<file path="config.mk">
export PLATFORM = sky130hd
export DESIGN_NAME = spi_burst_sequencer
export DESIGN_NICKNAME = d
export VERILOG_FILES = /design/src/rtl/spi_burst_sequencer.sv
export SDC_FILE = /design/constraint.sdc
export NUM_CORES = 1
export LEC_CHECK = 0
export ABC_AREA = 1
export CELL_PAD_IN_SITES_DETAIL_PLACEMENT = 1
export CELL_PAD_IN_SITES_GLOBAL_PLACEMENT = 2
export CORE_AREA = 2 2 141 143
export DETAILED_ROUTE_END_ITERATION = 16
export DIE_AREA = 0 0 143 145
export PLACE_DENSITY = 0.76
export REMOVE_ABC_BUFFERS = 1
export SYNTH_ARGS = -nofsm -noshare
export SYNTH_HDL_FRONTEND = slang
export SYNTH_SLANG_ARGS = --single-unit
</file>
<file path="constraint.sdc">
create_clock -name clk_i -period 2.2 [get_ports clk_i]
set_input_delay 0.33 -clock clk_i [delete_from_list [all_inputs] [get_ports clk_i]]
set_output_delay 0.33 -clock clk_i [all_outputs]
set_load 0.01 [all_outputs]
</file>
<file path="src/rtl/spi_burst_sequencer.sv">
// Byte-burst front end for an SPI master: TX byte FIFO, per-byte transaction
// sequencing for a commanded burst length, and an RX byte FIFO for the host.
module spi_burst_sequencer #(
  parameter int DEPTH = 8
) (
  input  logic                       clk_i,
  input  logic                       rst_i,
  input  logic                       tx_valid_i,
  output logic                       tx_ready_o,
  input  logic [7:0]                 tx_byte_i,
  output logic [$clog2(DEPTH):0]     tx_level_o,
  output logic                       rx_valid_o,
  input  logic                       rx_ready_i,
  output logic [7:0]                 rx_byte_o,
  output logic [$clog2(DEPTH):0]     rx_level_o,
  input  logic                       cmd_start_i,
  input  logic [$clog2(DEPTH):0]     cmd_len_i,
  output logic                       busy_o,
  output logic                       burst_done_o,
  output logic                       spi_start_o,
  output logic [7:0]                 spi_tx_data_o,
  input  logic [7:0]                 spi_rx_data_i,
  input  logic                       spi_done_i
);

  localparam int AW = $clog2(DEPTH);
  localparam logic [AW:0] FULL_LVL = (AW+1)'(DEPTH);
  localparam logic [AW:0] LVL_ONE  = (AW+1)'(1'b1);
  localparam logic [AW-1:0] PTR_ONE = AW'(1'b1);

  typedef enum logic [2:0] {
    S_IDLE  = 3'd0,
    S_LOAD  = 3'd1,
    S_ISSUE = 3'd2,
    S_WAIT  = 3'd3,
    S_DONE  = 3'd4
  } state_e;

  state_e          state_q, state_d;
  logic [AW:0]     remaining_q, remaining_d;
  logic            spi_start_q, busy_q, burst_done_q;
  logic [7:0]      spi_tx_data_q;

  logic [7:0]      tx_mem_q [DEPTH];
  logic [AW-1:0]   tx_wr_q, tx_rd_q;
  logic [AW:0]     tx_lvl_q;
  logic            tx_push_s, tx_pop_s;

  logic [7:0]      rx_mem_q [DEPTH];
  logic [AW-1:0]   rx_wr_q, rx_rd_q;
  logic [AW:0]     rx_lvl_q;
  logic            rx_push_s, rx_pop_s;

  logic            load_ok_s;

  assign tx_ready_o = (tx_lvl_q < FULL_LVL);
  assign tx_level_o = tx_lvl_q;
  assign tx_push_s  = tx_valid_i && tx_ready_o;

  assign rx_valid_o = (rx_lvl_q != {(AW+1){1'b0}});
  assign rx_level_o = rx_lvl_q;
  assign rx_byte_o  = rx_mem_q[rx_rd_q];
  assign rx_pop_s   = rx_valid_o && rx_ready_i;

  // A transaction may only be launched when it has a byte to send and a slot for its reply.
  assign load_ok_s  = (tx_lvl_q != {(AW+1){1'b0}}) && (rx_lvl_q < FULL_LVL);

  assign busy_o        = busy_q;
  assign burst_done_o  = burst_done_q;
  assign spi_start_o   = spi_start_q;
  assign spi_tx_data_o = spi_tx_data_q;

  // TX storage write port
  always_ff @(posedge clk_i) begin
    if (tx_push_s) begin
      tx_mem_q[tx_wr_q] <= tx_byte_i;
    end
  end

  // TX pointers and occupancy
  always_ff @(posedge clk_i) begin
    if (rst_i) begin
      tx_wr_q  <= {AW{1'b0}};
      tx_rd_q  <= {AW{1'b0}};
      tx_lvl_q <= {(AW+1){1'b0}};
    end else begin
      if (tx_push_s) begin
        tx_wr_q <= tx_wr_q + PTR_ONE;
      end
      if (tx_pop_s) begin
        tx_rd_q <= tx_rd_q + PTR_ONE;
      end
      case ({tx_push_s, tx_pop_s})
        2'b10:   tx_lvl_q <= tx_lvl_q + LVL_ONE;
        2'b01:   tx_lvl_q <= tx_lvl_q - LVL_ONE;
        default: tx_lvl_q <= tx_lvl_q;
      endcase
    end
  end

  // RX storage write port
  always_ff @(posedge clk_i) begin
    if (rx_push_s) begin
      rx_mem_q[rx_wr_q] <= spi_rx_data_i;
    end
  end

  // RX pointers and occupancy; a concurrent push and pop leaves the level unchanged
  always_ff @(posedge clk_i) begin
    if (rst_i) begin
      rx_wr_q  <= {AW{1'b0}};
      rx_rd_q  <= {AW{1'b0}};
      rx_lvl_q <= {(AW+1){1'b0}};
    end else begin
      if (rx_push_s) begin
        rx_wr_q <= rx_wr_q + PTR_ONE;
      end
      if (rx_pop_s) begin
        rx_rd_q <= rx_rd_q + PTR_ONE;
      end
      case ({rx_push_s, rx_pop_s})
        2'b10:   rx_lvl_q <= rx_lvl_q + LVL_ONE;
        2'b01:   rx_lvl_q <= rx_lvl_q - LVL_ONE;
        default: rx_lvl_q <= rx_lvl_q;
      endcase
    end
  end

  // Sequencer next-state, FIFO handshakes and burst countdown
  always_comb begin
    state_d     = state_q;
    remaining_d = remaining_q;
    tx_pop_s    = 1'b0;
    rx_push_s   = 1'b0;
    case (state_q)
      S_IDLE: begin
        if (cmd_start_i) begin
          remaining_d = cmd_len_i;
          if (cmd_len_i == {(AW+1){1'b0}}) begin
            state_d = S_DONE;
          end else begin
            state_d = S_LOAD;
          end
        end else begin
          state_d = S_IDLE;
        end
      end
      S_LOAD: begin
        if (load_ok_s) begin
          tx_pop_s = 1'b1;
          state_d  = S_ISSUE;
        end else begin
          state_d  = S_LOAD;
        end
      end
      S_ISSUE: begin
        state_d = S_WAIT;
      end
      S_WAIT: begin
        if (spi_done_i) begin
          rx_push_s   = 1'b1;
          remaining_d = remaining_q - LVL_ONE;
          if (remaining_q == LVL_ONE) begin
            state_d = S_DONE;
          end else begin
            state_d = S_LOAD;
          end
        end else begin
          state_d = S_WAIT;
        end
      end
      S_DONE: begin
        state_d = S_IDLE;
      end
      default: begin
        state_d = S_IDLE;
      end
    endcase
  end

  // State, countdown and Moore outputs registered from the next state
  always_ff @(posedge clk_i) begin
    if (rst_i) begin
      state_q       <= S_IDLE;
      remaining_q   <= {(AW+1){1'b0}};
      spi_start_q   <= 1'b0;
      busy_q        <= 1'b0;
      burst_done_q  <= 1'b0;
      spi_tx_data_q <= 8'h00;
    end else begin
      state_q       <= state_d;
      remaining_q   <= remaining_d;
      spi_start_q   <= (state_d == S_ISSUE);
      busy_q        <= (state_d != S_IDLE);
      burst_done_q  <= (state_d == S_DONE);
      if (tx_pop_s) begin
        spi_tx_data_q <= tx_mem_q[tx_rd_q];
      end else begin
        spi_tx_data_q <= spi_tx_data_q;
      end
    end
  end

endmodule

</file>
Word level (Yosys, flattened, before mapping)
Memory sizes are Yosys's and may differ from the RTL's. A register that Yosys moved wholly into a read port is not among the register bits.
Index checks and enable logic that the tools add are counted.
Word-level totals
  bits in registers: 30
  memory bits (writable): 128
  output and inout port bits: 29
  memories kept: 2
Memory list
  rx_mem_q: words 8, bits a word 8, rd ports 1, clocked after memory_dff 1, wr ports 1, line 49  | logic [7:0] rx_mem_q [DEPTH];
  tx_mem_q: words 8, bits a word 8, rd ports 1, clocked after memory_dff 1, wr ports 1, line 44  | logic [7:0] tx_mem_q [DEPTH];
Cells by class
  add/sub/neg operators: 9
  order comparisons: 2
  equality and inequality tests: 12
  muxes and demuxes: 21
  reductions and logical operators: 12
Operators with widths (number)
  $pmux 4 s2: 3
  $mux 3: 6
  $add 3x1->3 const B: 4
  $pmux 3 s4: 1
  $sub 4x1->4 const B: 3
  $eq 3x2->1 const B: 3
  $add 4x1->4 const B: 2
  $lt 4x4->1 const B: 2
  $mux 1: 8
  $mux 4: 2
  $reduce_bool 4->1: 2
  $reduce_bool 2->1: 3
  $eq 2x1->1 const B: 2
  $eq 2x2->1 const B: 2
  $eq 4x1->1 const B: 1
  $logic_not 4->1: 1
  $ne 2x2->1 const B: 2
  $eq 3x1->1 const B: 1
  $eq 3x3->1 const B: 1
  $logic_and 1x1->1: 3
  $logic_not 3->1: 1
  $reduce_and 3->1: 1
  $reduce_bool 3->1: 1
  $mux 2: 1

Depth between registers and ports, before layout
Gate-level depths: netlist (run 1).
  word-level depth: 6
  mapped depth: 15
  mapped depth without buffers: 14

Least setup slack after synthesis (run 1)
Ideal clock, no wire load.
  path type: reg-to-reg
  from: register tx_lvl_q[0] (netlist: tx_level_o[0])
  to: register tx_lvl_q[2] (netlist: tx_level_o[2])
  setup time: 0.115 ns
  data arrival time: 1.836 ns
  data required time: 2.085 ns
  path slack: 0.248 ns
  cell stages (with the launch flop): 15
  buffers on the path: 1
  period minus slack after synthesis: 1.952 ns
  cells stage by stage: dfxtp_1 > nor2_1 > nand2_1 > nand2_1 > nor2_2 > buf_4 > ha_1 > nand2_1 > inv_1 > nor2_1 > ha_1 > a21oi_1 > xnor2_1 > o21ai_0 > inv_1
On the way
  cells in the longest elaborated chain, start to end: 6
  elaborated cells between the ends (all ways): 12
RTL lines
  from (decl): line 46  | logic [AW:0] tx_lvl_q;
  from (signal assigned): line 85  | tx_lvl_q <= {(AW+1){1'b0}};
  from (signal assigned): line 94  | 2'b10: tx_lvl_q <= tx_lvl_q + LVL_ONE;
  from (signal assigned): line 95  | 2'b01: tx_lvl_q <= tx_lvl_q - LVL_ONE;
  $reduce_bool 4->1 (*): line 66  | assign load_ok_s = (tx_lvl_q != {(AW+1){1'b0}}) && (rx_lvl_q < FULL_LVL);
  $logic_and 1x1->1 (*): line 66
  $mux 1 (*): line 149  | if (load_ok_s) begin
  $mux 1 (*): line 135  | case (state_q)
  net tx_pop_s: line 47  | logic tx_push_s, tx_pop_s;
  $eq 2x1->1 or $eq 2x2->1 (tied branches): line 93  | case ({tx_push_s, tx_pop_s})
  $pmux 4 s2 or $reduce_bool 2->1 (tied branches)
The timed path passes the listed nets; every way through them passes the cells marked *.
A chain may end at the register's enable or synchronous reset.

==> results of run 1 <==
[metal layers]
layer | global-route usage | part of all wire | up-vias
li1 | - | - | 2566
met4 | 0.0530 | 0.0090 | 0
met5 | 0 | 0 | -
met3 | 0.0310 | 0.026 | 9
met2 | 0.299 | 0.51 | 69
met1 | 0.216 | 0.45 | 2472
[per-stage QoR]
step | power (mW) | worst slack [ps] | TNS, ps | area [um2]
final | 9.87 | 129 | 0 | 8850
after global routing | 10.5 | 1.88 | 0 | 8850
after CTS | 9.98 | 94.6 | 0 | 8840
after detailed placement | 7.17 | -92.5 | -92.5 | 8280
after global placement | 7.05 | 81.2 | 0 | 8280
after floorplan | 5.73 | 119 | 0 | 7080
[power by group through the flow]
stage | sequential, mW | clock, mW | combinational, mW
CTS | 3.93 | 2.90 | 3.16
global route | 3.97 | 3.00 | 3.52
global placement | 3.98 | 0 | 3.07
finish | 3.93 | 2.81 | 3.13
detailed placement | 3.99 | 0 | 3.18
floorplan | 4.13 | 0 | 1.60
[registers in the layout, indices dropped and copies added, names as in the netlist, 4 cells and up, named ones only]
register / count
tx_mem_q: 64
tx_level_o: 4
spi_tx_data_o: 8
remaining_q: 4
rx_level_o: 4
rx_mem_q: 64
[cells in the final DEF, fill, tap and decap left out, types with 3 or more instances in the layout]
cell type,Yosys,layout
sky130_fd_sc_hd__nand3_1,59,59
sky130_fd_sc_hd__mux2i_1,8,8
sky130_fd_sc_hd__o22ai_1,8,8
sky130_fd_sc_hd__ha_1,12,11
sky130_fd_sc_hd__clkbuf_16,0,17
sky130_fd_sc_hd__nor2_1,79,79
sky130_fd_sc_hd__inv_2,4,5
sky130_fd_sc_hd__clkinv_1,2,3
sky130_fd_sc_hd__o21ai_0,54,54
sky130_fd_sc_hd__dfxtp_1,41,38
sky130_fd_sc_hd__inv_1,93,92
sky130_fd_sc_hd__xnor2_1,5,5
sky130_fd_sc_hd__dlygate4sd2_1,0,8
sky130_fd_sc_hd__clkinv_4,0,5
sky130_fd_sc_hd__edfxtp_1,128,128
sky130_fd_sc_hd__nand2_1,164,163
sky130_fd_sc_hd__buf_4,4,37
sky130_fd_sc_hd__a21oi_1,28,28
sky130_fd_sc_hd__clkdlybuf4s50_1,0,46
[synth_stat cells, types with 2 or more instances]
library cell / number / share of area
sky130_fd_sc_hd__a21oi_1: 28 / 0.019
sky130_fd_sc_hd__buf_2: 14 / 0.0097
sky130_fd_sc_hd__buf_4: 4 / 0.0042
sky130_fd_sc_hd__clkbuf_1: 7 / 0.0036
sky130_fd_sc_hd__clkinv_1: 2 / 0.0010
sky130_fd_sc_hd__dfxtp_1: 41 / 0.11
sky130_fd_sc_hd__edfxtp_1: 128 / 0.53
sky130_fd_sc_hd__ha_1: 12 / 0.021
sky130_fd_sc_hd__inv_1: 93 / 0.048
sky130_fd_sc_hd__inv_2: 4 / 0.0021
sky130_fd_sc_hd__mux2i_1: 8 / 0.011
sky130_fd_sc_hd__nand2_1: 164 / 0.085
sky130_fd_sc_hd__nand3_1: 59 / 0.041
sky130_fd_sc_hd__nand4_1: 2 / 0.0017
sky130_fd_sc_hd__nor2_1: 79 / 0.041
sky130_fd_sc_hd__nor2_2: 2 / 0.0017
sky130_fd_sc_hd__o21ai_0: 54 / 0.037
sky130_fd_sc_hd__o21ai_1: 2 / 0.0014
sky130_fd_sc_hd__o22ai_1: 8 / 0.0069
sky130_fd_sc_hd__xnor2_1: 5 / 0.0061
sky130_fd_sc_hd__xor2_1: 2 / 0.0024
[worst max-delay path, delay by kind of cell (launching register included)]
kind / cells / cell delay [ps]
buffers and inverters: 3 / 510
flip-flops: 1 / 390
AO/OA/AOI/OAI: 2 / 280
AND/OR/NAND/NOR: 2 / 130
[timing repair]
item / 4_1_cts / 5_1_grt
endpoints found under the setup margin: 8 / 2
cloned: 0 / 0
setup buffers: 0 / 1
resized for setup: 12 / 5
pin swaps: 0 / 1
[path summary, 6_finish.rpt]
| check | depth (start not counted) | end | slack, ps |
|---|---|---|---|
| hold reg to reg | 2 | spi_tx_data_o[2]$_SDFFE_PP0P_ | 470 |
| hold / removal | 2 | spi_tx_data_o[2]$_SDFFE_PP0P_ | 470 |
| setup / recovery | 7 | rx_byte_o[3] | 130 |
| setup reg to reg | 13 | rx_level_o[2]$_SDFFE_PP0P_ | 220 |
[cell type report]
type / count / area (um2) / area share
repair buffers: 95 / 871 / 0.0983
flip-flops and latches: 169 / 4670 / 0.527
well taps: 265 / 332 / 0.0374
clock inverters: 13 / 124 / 0.0140
clock buffers: 19 / 433 / 0.0489
multi-input cells: 431 / 2050 / 0.232
inverters: 99 / 372 / 0.0420
[cell families (layout without fill, tap and decap cells)]
kind of cell	count (synthesis)	count (layout)	synth area share
AOI/OAI and AO/OA	93	93	0.0674
adders and majority gates	12	12	0.0208
muxes	8	8	0.0111
and+or+nand+nor	311	311	0.176
xor gates and xnor gates	7	7	0.00849
DFF	169	169	0.646
buffers and inverters	125	226	0.0705
==> qor.json, run 1 <==
{
  "hp-class": "reg -> reg",
  "route.detailed.vias_per_inst": 4.69,
  "max-slew-margin-rel": 0.558,
  "timing.final.max_slew_violations": 0,
  "synth_seq_cells": 169,
  "synth-edff-count": 128,
  "firstDrtPassIters": 4,
  "synth.cell_area_um2": 7220,
  "clock_tree.root_cell": "sky130_fd_sc_hd__clkbuf_16",
  "global_route.usage.total": 0.172,
  "grt_start_max_net_pins": 35,
  "top_level_ports": 55,
  "fillerInstances": 2150,
  "r2r_start": "rx_level_o[3]$_SDFFE_PP0P_",
  "async_set_or_reset_flop_fraction_in_the_synthesized_netlist": 0,
  "gpl.final_weighted_congestion": 0.805,
  "maxClockFrequency_ghz": 0.483,
  "timing.final.crit_period_ps": 2070,
  "vias_in_the_first_global_route": 5326,
  "finalHoldWorstSlack_ps": 472,
  "sink_count_of_the_clock_tree": 169,
  "end_kind": "output pin",
  "comb_power_share": 0.317,
  "hold_violations": 0,
  "cts_buffers": 17,
  "yosysWarnings": 0,
  "clock-skew-final_ps": 17.4,
  "synth_sequential_area_ratio": 0.646,
  "power.clock.fraction": 0.285,
  "postSynth.topFlopCell": "sky130_fd_sc_hd__edfxtp_1",
  "hold_buffer_count_at_cts": 0,
  "internal_power_mw": 6.58,
  "antenna_left": 0,
  "rsz0062_at_grt": "false",
  "worst-slew-pin-transition_ps": 659,
  "setup-violations-final": 0,
  "share_seq_of_total_power": 0.398,
  "clock_insertion_delay_worst_skew_ps": 430,
  "wl_per_cell_um": 15.7,
  "startpoint_type": "register",
  "die_x_um": 143,
  "antenna_found_initial": 0,
  "post_layout_nonfiller_instances": 1091,
  "worst_setup_hold_path_clk_slew_ps": 70,
  "hpwlAfterDp_mm": 11.7,
  "core_area_um2": 19200,
  "final_net_count": 851,
  "post-place-cells": 1058,
  "buffer_ports.inserted": 54,
  "ctsHtreeMaxLevel": 4,
  "clock_tree_from_tritoncts": "yes",
  "switchingPower_mw": 3.29,
  "grt_first_pass_wirelength_mm": 27.7,
  "max-vdd-ir-drop_v": 0.000792,
  "clk_path_buf_depth": 2,
  "die_area_um2": 20700,
  "criticalPathCategory": "reg -> out",
  "critical_path_peak_fanout": 14,
  "fin_util": 0.461,
  "detail_route.iter0.violations": 270,
  "worstHoldStart": "spi_tx_data_o[2]$_SDFFE_PP0P_",
  "initial_core_util": 0.376,
  "min_period_over_period": 0.941,
  "netlist_instances": 725,
  "rows": 51,
  "grt-ovfl-total": 0,
  "flow.area_growth_from_synthesis_pct": 22.6,
  "switching_share": 0.333,
  "cp_cell_sequence": "inv_1 -> buf_6 -> o21ai_0 -> o21ai_0 -> nand2_1 -> nand2_1 -> dlygate4sd2_1",
  "detailroute.via_count": 5116,
  "post_route_cells_drive_above_1_share": 0.104,
  "synth_area_per_cell_um2": 9.96,
  "drcViolationCount": 0,
  "cp_slowest_cell": "sky130_fd_sc_hd__dfxtp_4",
  "distinct_cell_type_count_of_the_synthesized_netlist": 28,
  "routed_wl_mm": 17.2,
  "max_cap_viol_count": 0,
  "power.static_leakage_nw": 3.56,
  "timing.critical_path.required_ps": 1870,
  "antenna_cells_inserted": 0,
  "powerDensity_nw_per_um2": 1110,
  "cpPeakStageDelay_ps": 390,
  "arrival_ps": 1740,
  "die_height_um": 145,
  "outcome": "completed"
}
Note: power is estimated with default switching activity, not from simulation.
==> inputs of run 2 (changes only) <==
Settings changed: HOLD_SLACK_MARGIN from default to 0.06, SKIP_LAST_GASP from default to 1.
==> qor.json, run 2 (synthesis gave the netlist of run 1 again) <==
{
  "cp_slowest_cell": "sky130_fd_sc_hd__dfxtp_4",
  "comb_power_share": {"value": 0.317, "change": "about the same"},
  "die_x": {"value": 143, "unit": "um", "change": "unchanged"},
  "power.clock.fraction": {"value": 0.285, "change": "about the same"},
  "firstDrtPassIters": {"value": 4, "change": "unchanged"},
  "hpwlAfterDp": {"value": 11.7, "unit": "mm", "change": "unchanged"},
  "worst-slew-pin-transition": {"value": 659, "unit": "ps", "change": "+0.175 ps"},
  "fillerInstances": {"value": 2150, "change": "unchanged"},
  "wl_per_cell": {"value": 15.7, "unit": "um", "change": "about the same"},
  "post_route_cells_drive_above_1_share": {"value": 0.105, "change": "+0.00121"},
  "clk_path_buf_depth": {"value": 2, "change": "unchanged"},
  "crit_family": "buffers and inverters",
  "clock_tree.root_cell": "sky130_fd_sc_hd__clkbuf_16",
  "max-slew-margin-rel": {"value": 0.558, "change": "about the same"},
  "vias_in_the_first_global_route": {"value": 5326, "change": "unchanged"},
  "rsz0062_at_grt": "false",
  "cpPeakStageDelay": {"value": 390, "unit": "ps", "change": "about the same"},
  "arrival": {"value": 1740, "unit": "ps", "change": "about the same"},
  "clock-skew-final": {"value": 17.7, "unit": "ps", "change": "+0.277 ps"},
  "mostFrequentLayoutCell": "sky130_fd_sc_hd__nand2_1",
  "startpoint_type": "register",
  "detail_route.iter0.violations": {"value": 270, "change": "unchanged"},
  "top_level_ports": {"value": 55, "change": "unchanged"},
  "global_route.usage.total": {"value": 0.172, "change": "about the same"},
  "critical_path_peak_fanout": {"value": 14, "change": "unchanged"},
  "grt-ovfl-total": {"value": 0, "change": "unchanged"},
  "hp-class": "reg -> reg",
  "clock_tree_from_tritoncts": "yes",
  "route.detailed.vias_per_inst": {"value": 4.69, "change": "+0.12%"},
  "outcome": "completed",
  "internal_power": {"value": 6.59, "unit": "mW", "change": "about the same"},
  "mostFrequentLayoutCells": "sky130_fd_sc_hd__nand2_1 (163), sky130_fd_sc_hd__edfxtp_1 (128), sky130_fd_sc_hd__inv_1 (92)",
  "antenna_cells_inserted": {"value": 0, "change": "unchanged"},
  "fin_util": {"value": 0.461, "change": "about the same"},
  "hold_violations": {"value": 0, "change": "unchanged"},
  "timing.critical_path.required": {"value": 1870, "unit": "ps", "change": "about the same"},
  "max-vdd-ir-drop": {"value": 0.000794, "unit": "V", "change": "+0.27%"},
  "die_area": {"value": 20700, "unit": "um2", "change": "unchanged"},
  "min_period_over_period": {"value": 0.942, "change": "about the same"},
  "end_kind": "output pin",
  "totalPowerFinal": {"value": 9.87, "unit": "mW", "change": "about the same"},
  "detailroute.via_count": {"value": 5122, "change": "+0.12%"},
  "cp_num_buf_inv": {"value": 3, "change": "unchanged"},
  "powerDensity": {"value": 1110, "unit": "nW/um2", "change": "about the same"},
  "core_area": {"value": 19200, "unit": "um2", "change": "unchanged"},
  "flow.area_growth_from_synthesis": {"value": 22.7, "unit": "%", "change": "about the same"},
  "timing.final.crit_period": {"value": 2070, "unit": "ps", "change": "+1.32 ps"},
  "power.static_leakage": {"value": 3.57, "unit": "nW", "change": "+0.24%"},
  "routed_wl": {"value": 17.1, "unit": "mm", "change": "about the same"},
  "criticalPathCategory": "reg -> out",
  "cts_buffers": {"value": 17, "change": "unchanged"},
  "timing.final.max_slew_violations": {"value": 0, "change": "unchanged"},
  "sink_count_of_the_clock_tree": {"value": 169, "change": "unchanged"},
  "max_cap_viol_count": {"value": 0, "change": "unchanged"},
  "multi_input_area": {"value": 2050, "unit": "um2", "change": "unchanged"},
  "die_height": {"value": 145, "unit": "um", "change": "unchanged"},
  "preCtsSetupSlack": {"value": -92.5, "unit": "ps", "change": "unchanged"},
  "drcViolationCount": {"value": 0, "change": "unchanged"},
  "switchingPower": {"value": 3.29, "unit": "mW", "change": "about the same"},
  "r2r_setup_slack": {"value": 220, "unit": "ps", "change": "about the same"},
  "met1_usage": {"value": 0.216, "change": "unchanged"},
  "sequential_cell_area": {"value": 4670, "unit": "um2", "change": "about the same"},
  "fin_ws": {"value": 128, "unit": "ps", "change": "-1.32 ps"},
  "busiest_layer": "met2",
  "share_seq_of_total_power": {"value": 0.398, "change": "about the same"},
  "maxClockFrequency": {"value": 0.483, "unit": "GHz", "change": "about the same"},
  "grt_first_pass_wirelength": {"value": 27.7, "unit": "mm", "change": "about the same"},
  "antenna_found_initial": {"value": 0, "change": "unchanged"},
  "antenna_left": {"value": 0, "change": "unchanged"},
  "buffer_ports.inserted": {"value": 54, "change": "unchanged"},
  "initial_core_util": {"value": 0.376, "change": "unchanged"},
  "clock_insertion_delay_worst_skew": {"value": 430, "unit": "ps", "change": "about the same"},
  "final_net_count": {"value": 851, "change": "unchanged"},
  "cp_cell_sequence": "inv_1 -> buf_6 -> o21ai_0 -> o21ai_0 -> nand2_1 -> nand2_1 -> dlygate4sd2_1",
  "gpl.final_weighted_congestion": {"value": 0.805, "change": "unchanged"},
  "switching_share": {"value": 0.333, "change": "about the same"},
  "grt_start_max_net_pins": {"value": 35, "change": "unchanged"},
  "globalRouteMet2Util": {"value": 0.299, "change": "unchanged"},
  "setup-violations-final": {"value": 0, "change": "unchanged"},
  "global_route.usage.met3": {"value": 0.0307, "change": "-0.000330"},
  "ctsHtreeMaxLevel": {"value": 4, "change": "unchanged"},
  "rows": {"value": 51, "change": "unchanged"},
  "worst_setup_hold_path_clk_slew": {"value": 70, "unit": "ps", "change": "about the same"}
}
## run 2: power groups by stage
stage / registers (mW) / logic [mW] / clock network, mW
finish: 3.93 / 3.13 / 2.82
global route: 3.97 / 3.53 / 3.00
floorplan: 4.13 / 1.60 / 0
global placement: 3.98 / 3.07 / 0
CTS: 3.93 / 3.16 / 2.90
detailed placement: 3.99 / 3.18 / 0
## run 2: worst reg2reg max path: stages, from the launching register on
cell and delay [ps]:
sky130_fd_sc_hd__dfxtp_1 340, sky130_fd_sc_hd__inv_2 100, sky130_fd_sc_hd__nand4_1 150, sky130_fd_sc_hd__nand2_2 120, sky130_fd_sc_hd__inv_1 70, sky130_fd_sc_hd__ha_1 210
sky130_fd_sc_hd__nand2_1 70, sky130_fd_sc_hd__inv_1 50, sky130_fd_sc_hd__nor2_1 160, sky130_fd_sc_hd__ha_1 190, sky130_fd_sc_hd__a21oi_1 50, sky130_fd_sc_hd__xnor2_1 140
sky130_fd_sc_hd__o21ai_0 160, sky130_fd_sc_hd__inv_1 70
## run 2: area by class of cell
class                      count  area share
sequential                   169       0.527
clock inverter                13      0.0140
tap                          265      0.0374
timing repair buffer          95      0.0987
clock buffer                  19      0.0489
inverter                      99      0.0419
multi-input combinational    431       0.232
## run 2: metrics by stage
step	cells	setup TNS [ps]	cell area, um2	hold slack, ps
after floorplan	699	0	7080	397
after detailed placement	1058	-92.5	8280	461
final	1091	0	8860	472
after global placement	1058	0	8280	454
after global routing	1091	0	8860	488
after CTS	1090	-119	8840	479
## run 2: worst paths after layout
path	start	to	depth (start not counted)
max	register	rx_byte_o[3]	7
min	spi_tx_data_o[2]$_SDFFE_PP0P_	spi_tx_data_o[2]$_SDFFE_PP0P_	2
max reg2reg	rx_level_o[3]$_SDFFE_PP0P_	rx_level_o[2]$_SDFFE_PP0P_	13
min reg2reg	spi_tx_data_o[2]$_SDFFE_PP0P_	spi_tx_data_o[2]$_SDFFE_PP0P_	2
## run 2: repair_timing
action / CTS / global route
resized for setup: 11 / 7
cloned: 0 / 0
endpoints found under the setup margin: 8 / 3
hold buffers: 0 / 0
buffers inserted: 0 / 1
pin swaps: 0 / 1
## run 2: layer usage
metal  wire, um  vias up
li1           -     2567
met1       7790     2473
met2       8760       70
met3        424       12
met4        170        0
met5          0        -
